File: src/rtl/dl_sdram_writer.sv
// dl_sdram_writer
// Buffered bridge from the data_io ROM download stream to one toggle-handshake
// write port of the sdram controller. Rising edges of ioctl_wr are turned into
// FIFO entries. Entries are issued one at a time with a req/ack toggle
// handshake. When the FIFO nears full, ioctl_wait holds off the download.
// rom_loaded goes high only after the download has ended and every queued
// byte has been acknowledged by the sdram.
//
// Optional feature macro: DL_WORD_PACK_EN
//   When defined, an even byte and the odd byte that follows it at the same
//   word address are merged into one 16-bit write.
//
// Ports
//   clk_sys      in   system clock
//   reset_n      in   synchronous active-low reset
//   ioctl_downl  in   download in progress
//   ioctl_wr     in   byte-write strobe (level, edge-detected here)
//   ioctl_addr   in   byte address [24:0]
//   ioctl_dout   in   byte data
//   ioctl_wait   out  back-pressure to the download source
//   port_req     out  toggle request to sdram
//   port_ack     in   toggle acknowledge from sdram
//   port_a       out  word address
//   port_ds      out  byte enables {hi,lo}
//   port_d       out  write data
//   port_we      out  high while a request is outstanding
//   rom_loaded   out  sticky: download finished and FIFO drained
//   overflow     out  sticky: a write was dropped on a full FIFO
module dl_sdram_writer #(
    parameter int FIFO_DEPTH = 4,
    parameter int ADDR_W     = 23
) (
    input  logic              clk_sys,
    input  logic              reset_n,
    input  logic              ioctl_downl,
    input  logic              ioctl_wr,
    input  logic [24:0]       ioctl_addr,
    input  logic [7:0]        ioctl_dout,
    output logic              ioctl_wait,
    output logic              port_req,
    input  logic              port_ack,
    output logic [ADDR_W-1:0] port_a,
    output logic [1:0]        port_ds,
    output logic [15:0]       port_d,
    output logic              port_we,
    output logic              rom_loaded,
    output logic              overflow
);

    localparam int PW = $clog2(FIFO_DEPTH);
    localparam int CW = PW + 1;

    typedef enum logic [1:0] {
        S_IDLE  = 2'd0,
        S_LOAD  = 2'd1,
        S_DRAIN = 2'd2,
        S_DONE  = 2'd3
    } state_t;

    state_t r_state, w_state_nxt;

    logic              r_wr_last;
    logic [PW-1:0]     r_wptr, r_rptr;
    logic [CW-1:0]     r_count;
    logic [ADDR_W-1:0] r_mem_a [FIFO_DEPTH];
    logic [1:0]        r_mem_ds[FIFO_DEPTH];
    logic [15:0]       r_mem_d [FIFO_DEPTH];
    logic              r_req, r_we, r_wait, r_rom_loaded, r_overflow;
    logic [ADDR_W-1:0] r_a;
    logic [1:0]        r_ds;
    logic [15:0]       r_d;

    logic              w_accept, w_issue_en, w_flush_en, w_enter_load, w_enter_done;
    logic              w_wr_evt, w_full, w_drained, w_issue, w_pop;
    logic              w_want, w_push, w_drop;
    logic [ADDR_W-1:0] w_byte_a, w_pa;
    logic [1:0]        w_pds;
    logic [15:0]       w_pd;
    logic              w_unused_addr;

`ifdef DL_WORD_PACK_EN
    logic              r_lat_vld;
    logic [ADDR_W-1:0] r_lat_a;
    logic [7:0]        r_lat_d;
    logic              w_lat_set, w_lat_clr;
`endif

    assign w_byte_a      = ioctl_addr[ADDR_W:1];
    assign w_unused_addr = &{1'b0, ioctl_addr[24]};
    assign w_wr_evt      = ioctl_wr & ~r_wr_last & ioctl_downl & w_accept;
    assign w_full        = (r_count == CW'(FIFO_DEPTH));
    // A request is outstanding from issue until the ack toggle is observed.
    assign w_pop         = r_we & (port_ack == r_req);
    assign w_issue       = w_issue_en & (r_count != CW'(0)) & ~r_we & (port_ack == r_req);
`ifdef DL_WORD_PACK_EN
    assign w_drained     = (r_count == CW'(0)) & ~r_we & ~r_lat_vld;
`else
    assign w_drained     = (r_count == CW'(0)) & ~r_we;
`endif

    // FSM state register
    always_ff @(posedge clk_sys) begin
        if (!reset_n) begin
            r_state <= S_IDLE;
        end else begin
            r_state <= w_state_nxt;
        end
    end

    // FSM next-state logic
    always_comb begin
        w_state_nxt = r_state;
        case (r_state)
            S_IDLE:  w_state_nxt = ioctl_downl ? S_LOAD  : S_IDLE;
            S_LOAD:  w_state_nxt = ioctl_downl ? S_LOAD  : S_DRAIN;
            S_DRAIN: w_state_nxt = w_drained   ? S_DONE  : S_DRAIN;
            S_DONE:  w_state_nxt = ioctl_downl ? S_LOAD  : S_DONE;
            default: w_state_nxt = S_IDLE;
        endcase
    end

    // FSM control outputs
    always_comb begin
        w_accept     = (r_state == S_LOAD);
        w_issue_en   = (r_state == S_LOAD) | (r_state == S_DRAIN);
        w_flush_en   = (r_state == S_DRAIN);
        w_enter_load = (w_state_nxt == S_LOAD) & (r_state != S_LOAD);
        w_enter_done = (w_state_nxt == S_DONE) & (r_state == S_DRAIN);
    end

    // Select what (if anything) is pushed into the FIFO this cycle
    always_comb begin
        w_want = 1'b0;
        w_pa   = '0;
        w_pds  = 2'b00;
        w_pd   = 16'h0000;
`ifdef DL_WORD_PACK_EN
        w_lat_set = 1'b0;
        w_lat_clr = 1'b0;
        if (w_wr_evt) begin
            if (ioctl_addr[0] == 1'b0) begin
                // Even byte is held; a previously held byte goes out alone.
                w_lat_set = 1'b1;
                if (r_lat_vld) begin
                    w_want = 1'b1;
                    w_pa   = r_lat_a;
                    w_pds  = 2'b01;
                    w_pd   = {r_lat_d, r_lat_d};
                end else begin
                    w_want = 1'b0;
                end
            end else begin
                if (r_lat_vld && (r_lat_a == w_byte_a)) begin
                    w_want    = 1'b1;
                    w_pa      = w_byte_a;
                    w_pds     = 2'b11;
                    w_pd      = {ioctl_dout, r_lat_d};
                    w_lat_clr = 1'b1;
                end else begin
                    w_want = 1'b1;
                    w_pa   = w_byte_a;
                    w_pds  = 2'b10;
                    w_pd   = {ioctl_dout, ioctl_dout};
                end
            end
        end else if (w_flush_en && r_lat_vld && !w_full) begin
            // Flush a stranded even byte once the download has ended.
            w_want    = 1'b1;
            w_pa      = r_lat_a;
            w_pds     = 2'b01;
            w_pd      = {r_lat_d, r_lat_d};
            w_lat_clr = 1'b1;
        end else begin
            w_want = 1'b0;
        end
`else
        if (w_wr_evt) begin
            w_want = 1'b1;
            w_pa   = w_byte_a;
            w_pds  = {ioctl_addr[0], ~ioctl_addr[0]};
            w_pd   = {ioctl_dout, ioctl_dout};
        end else begin
            w_want = 1'b0;
        end
`endif
        w_push = w_want & ~w_full;
        w_drop = w_want & w_full;
    end

`ifdef DL_WORD_PACK_EN
    // Low-byte latch for word packing
    always_ff @(posedge clk_sys) begin
        if (!reset_n) begin
            r_lat_vld <= 1'b0;
            r_lat_a   <= '0;
            r_lat_d   <= 8'h00;
        end else if (w_lat_set) begin
            r_lat_vld <= 1'b1;
            r_lat_a   <= w_byte_a;
            r_lat_d   <= ioctl_dout;
        end else if (w_lat_clr) begin
            r_lat_vld <= 1'b0;
        end
    end
`endif

    // FIFO storage; contents are don't-care while the count is zero
    always_ff @(posedge clk_sys) begin
        if (w_push) begin
            r_mem_a[r_wptr]  <= w_pa;
            r_mem_ds[r_wptr] <= w_pds;
            r_mem_d[r_wptr]  <= w_pd;
        end
    end

    // FIFO pointers, handshake and status flags
    always_ff @(posedge clk_sys) begin
        if (!reset_n) begin
            r_wr_last    <= 1'b0;
            r_wptr       <= '0;
            r_rptr       <= '0;
            r_count      <= '0;
            r_req        <= port_ack;
            r_we         <= 1'b0;
            r_a          <= '0;
            r_ds         <= 2'b00;
            r_d          <= 16'h0000;
            r_wait       <= 1'b0;
            r_rom_loaded <= 1'b0;
            r_overflow   <= 1'b0;
        end else begin
            r_wr_last <= ioctl_wr;
            if (w_push) begin
                r_wptr <= r_wptr + PW'(1);
            end
            if (w_pop) begin
                r_rptr <= r_rptr + PW'(1);
            end
            case ({w_push, w_pop})
                2'b10:   r_count <= r_count + CW'(1);
                2'b01:   r_count <= r_count - CW'(1);
                default: r_count <= r_count;
            endcase
            if (w_issue) begin
                r_a   <= r_mem_a[r_rptr];
                r_ds  <= r_mem_ds[r_rptr];
                r_d   <= r_mem_d[r_rptr];
                r_req <= ~r_req;
                r_we  <= 1'b1;
            end else if (w_pop) begin
                r_we <= 1'b0;
            end else if (!r_we && (port_ack != r_req)) begin
                // Stray ack with nothing outstanding: realign, never pop.
                r_req <= port_ack;
            end
            // Registered, so one spare slot covers the lag.
            r_wait <= (r_count >= CW'(FIFO_DEPTH - 1));
            if (w_enter_load) begin
                r_rom_loaded <= 1'b0;
                r_overflow   <= 1'b0;
            end else begin
                if (w_enter_done) begin
                    r_rom_loaded <= 1'b1;
                end
                if (w_drop) begin
                    r_overflow <= 1'b1;
                end
            end
        end
    end

    assign ioctl_wait = r_wait;
    assign port_req   = r_req;
    assign port_we    = r_we;
    assign port_a     = r_a;
    assign port_ds    = r_ds;
    assign port_d     = r_d;
    assign rom_loaded = r_rom_loaded;
    assign overflow   = r_overflow;

endmodule

File: config.mk
export PLATFORM = sky130hd
export DESIGN_NAME = dl_sdram_writer
export DESIGN_NICKNAME = d
export VERILOG_FILES = /design/src/rtl/dl_sdram_writer.sv
export SDC_FILE = /design/constraint.sdc
export NUM_CORES = 1
export LEC_CHECK = 0
export CAP_MARGIN = 10
export CELL_PAD_IN_SITES_DETAIL_PLACEMENT = 1
export CELL_PAD_IN_SITES_GLOBAL_PLACEMENT = 1
export CORE_MARGIN = 4
export CORE_UTILIZATION = 40
export DETAILED_ROUTE_END_ITERATION = 10
export PLACE_DENSITY_LB_ADDON = 0.1
export SYNTH_ARGS = -nofsm -noshare
export SYNTH_HDL_FRONTEND = slang
export SYNTH_SLANG_ARGS = --single-unit
File: constraint.sdc
create_clock -name clk_sys -period 2.4 [get_ports clk_sys]
set_input_delay 0.48 -clock clk_sys [delete_from_list [all_inputs] [get_ports clk_sys]]
set_output_delay 0.48 -clock clk_sys [all_outputs]
set_load 0.01 [all_outputs]
==> flow_summary_export.csv <==
group,metric,value,unit
timing,post-route-min-period,2260,ps
layout,n_fill_cell,1620,
pwr,ir_worst_vdd,0.3901,mV
cts,cts.sinks,180,
synthesis,seq_area_frac_synth,0.7045,
place,pre_cts_ws,-238.1,ps
cts,root_buffer,"clkbuf_16",
floorplan,core_area,0.01724,mm2
setup_path,crit_arrival,2610,ps
layout,post-route-util,0.5179,
cts,cts_tree,"done",
timing,min_period_over_period,0.9416,
place,post-dp-hpwl,9575,um
synthesis,yosysTopAreaCell,"edfxtp_1",
synthesis,synth_seq_cells,180,
floorplan,io_pins,84,
layout,nets,596,
floorplan,dieHeight,140.3,um
setup_path,cpMaxStageDelayCell,"dfxtp_2",
min_path,hold_class,"reg2reg",
timing,max_freq,442.5,MHz
floorplan,initial_core_util,0.4064,
timing,slew_violations,0,
flow_run,cap_violations,0,
timing,setup_ws,140.2,ps
layout,syn2layout_area_growth,27.44,%
setup_path,startpoint_type,"register",
drt,drt_iter0_drc,177,
synthesis,synth_area_per_cell,15.56,um2
setup_path,reg2reg_setup_slack,140,ps
grt,grtUsageTotal,0.1553,
drt,wl,14690,um
synthesis,synth_common_cells,"edfxtp_1 (133), nand2_1 (67), dfxtp_1 (47)",
place,dpl-instance-area,0.008327,mm2
cts,clk_pin_slew,70,ps
synthesis,netlist_instances,450,
min_path,hold_end,"port_a[7]",
min_path,min_delay_path_depth,2,
grt,grt_pass1_wl,23410,um
pwr,leakage,3.127,nW
layout,n_antenna_cell,0,
run_status,status,"finished clean",
timing,rsz0062_at_grt,"false",
layout,drive_above_1_share,0.1872,
drt,viasPerCell,5.004,
cts,htreeDepth,4,
setup_path,worstPathMaxFanout,4,
synthesis,yosysWarnings,0,
grt,antenna_found_initial,0,
pwr,p_per_area,707.1,mW/mm2
timing,worstMarginPinSlew,540.9,ps
floorplan,die_w,140.3,um
synthesis,synth_edf_count,133,
synthesis,netlist_area,0.007004,mm2
setup_path,path_common_cell,"inv_1",
setup_path,worstSetupEndpointType,"register",
grt,grt_overflow,0,
timing,maxSlewHeadroom,0.6375,
drt,drc_errors,0,
drt,via_count,3933,
synthesis,syn_nets,498,
drt,drt_first_pass_iters,4,
setup_path,r2r-start,"r_state[1]",
synthesis,synth_top_area_frac,0.5702,
grt,grt_pass1_vias,4294,
setup_path,path_delay_family,"adder cells",
min_path,worstHoldStart,"port_a[7]",
drt,wire_per_inst,18.69,um
setup_path,reg2reg_to,"r_count[2]",
floorplan,dieArea,0.01969,mm2
cts,max-clock-path-buffers,2,
floorplan,row_count,48,
layout,postLayoutCellArea,0.008926,mm2
setup_path,rr_worst_depth,11,
grt,grt_start_max_net_pins,35,
timing,hold_ws,454.1,ps
synthesis,postSynth.asyncResetShare,0,
setup_path,cp.required,2750,ps
cts,cts_setup_buffers,0,
drt,ant_nets,0,
synthesis,synthFlopType,"edfxtp_1",
synthesis,synthTopCellsByArea,"edfxtp_1 (57%), dfxtp_1 (13%), mux4_2 (11%)",
place,gp_congestion,0.7221,
timing,worst_clock_skew,7.773,ps
setup_path,critical_path_class,"reg2reg",
timing,setup_violations,0,
pwr,power.total,6.312,mW
setup_path,crit_buf_inv,3,
synthesis,synth_most_common_cell,"edfxtp_1",
cts,cts_hold_buffers,0,
synthesis,ys_types,39,
setup_path,worstPathCellList,"inv_1 > ha_2 > and4b_1 > a21boi_2 > inv_1 > ha_2 > inv_1 > fa_2 > xor2_1 > or3_1 > a21oi_1",
setup_path,max_stage_delay,360,ps
place,port-buffer-count,82,
cts,insertion_delay,420,ps
cts,numCtsBuffers,17,
timing,hold_viol,0,
-- power by group --
group	leakage [nW]	total, mW	internal, mW	switching, mW
registers	1.84	3.33	3.32	0.00907
clock network	0.271	2.77	1.63	1.14
logic	1.02	0.213	0.111	0.101
-- stage by stage --
stage | std cells | setup TNS, ps
floorplan | 450 | 0
global placement | 754 | -190.5
detailed placement | 754 | -242.8
CTS | 786 | 0
global route | 786 | 0
finish | 786 | 0
-- repair_timing --
| item | 4_1_cts | 5_1_grt |
|---|---|---|
| resized for setup | 1 | 3 |
| endpoints found under the setup margin | 1 | 1 |
| pin swaps | 0 | 1 |
| endpoints found under the hold margin | 0 | 0 |
-- area by class of cell --
| class | count | area [um2] | area share |
|---|---|---|---|
| Clock buffer | 18 | 429.2 | 0.04808 |
| Timing Repair Buffer | 110 | 1206 | 0.1351 |
| Inverter | 11 | 41.29 | 0.004626 |
| Tap cell | 225 | 281.5 | 0.03154 |
| Multi-Input combinational cell | 228 | 1868 | 0.2093 |
| Sequential cell | 180 | 4938 | 0.5533 |
| Clock inverter | 14 | 161.4 | 0.01808 |
-- worst reg2reg max path, cell delays in order (launching register included) --
cell,delay [ps]
dfxtp_2,360
inv_1,70
ha_2,180
and4b_1,190
a21boi_2,160
inv_1,70
ha_2,170
inv_1,50
fa_2,330
xor2_1,160
or3_1,310
a21oi_1,140
-- worst max-delay path by stage --
stage | slack, ps | depth (start not counted) | to | start
floorplan | 10 | 12 | r_count[2] | r_state[1]
finish | 140 | 11 | r_count[2] | r_state[1]
CTS | 30 | 11 | r_count[2] | r_state[1]
global route | 40 | 11 | r_count[2] | r_state[1]
global placement | -190 | 10 | r_count[2] | ioctl_downl
detailed placement | -240 | 10 | r_count[2] | ioctl_downl
-- state kept, by name, summed over array words and instances (netlist names), 2 cells and up --
name      cells
r_state       2
r_rptr        2
r_count       3
port_ds       2
r_mem_d      32
port_a       23
port_d        8
r_mem_ds      8
r_mem_a      92
r_wptr        2
-- cells in the final DEF, fill, tap and decap left out, drive strengths merged, types with 5 or more instances in the layout --
master / instances
clkinv: 5
nor2: 11
nand2: 67
ha: 9
a21oi: 38
clkbuf: 18
mux4: 33
clkdlybuf4s50: 82
dfxtp: 47
inv: 12
edfxtp: 133
and2: 39
clkinvlp: 5
buf: 28
-- metal layers --
metal,track usage,share of wire,wire length (um),up-vias
li1,-,-,-,1833
met1,0.1970,0.43,6325,1984
met2,0.2616,0.51,7433,96
met3,0.03619,0.047,692,20
met4,0.05558,0.016,239,0
met5,0,0,0,-
-- cell families after synthesis --
kind of cell             after synthesis  synth area share
AND/OR/NAND/NOR                      130           0.09039
AO/OA/AOI/OAI                         48           0.03859
multiplexers                          34            0.1075
buffers and inverters                 42           0.03144
adder cells (fa/ha/maj)               10           0.01894
XOR/XNOR                               6          0.008576
flip-flops                           180            0.7045
Power figures use the tool's default switching activity.
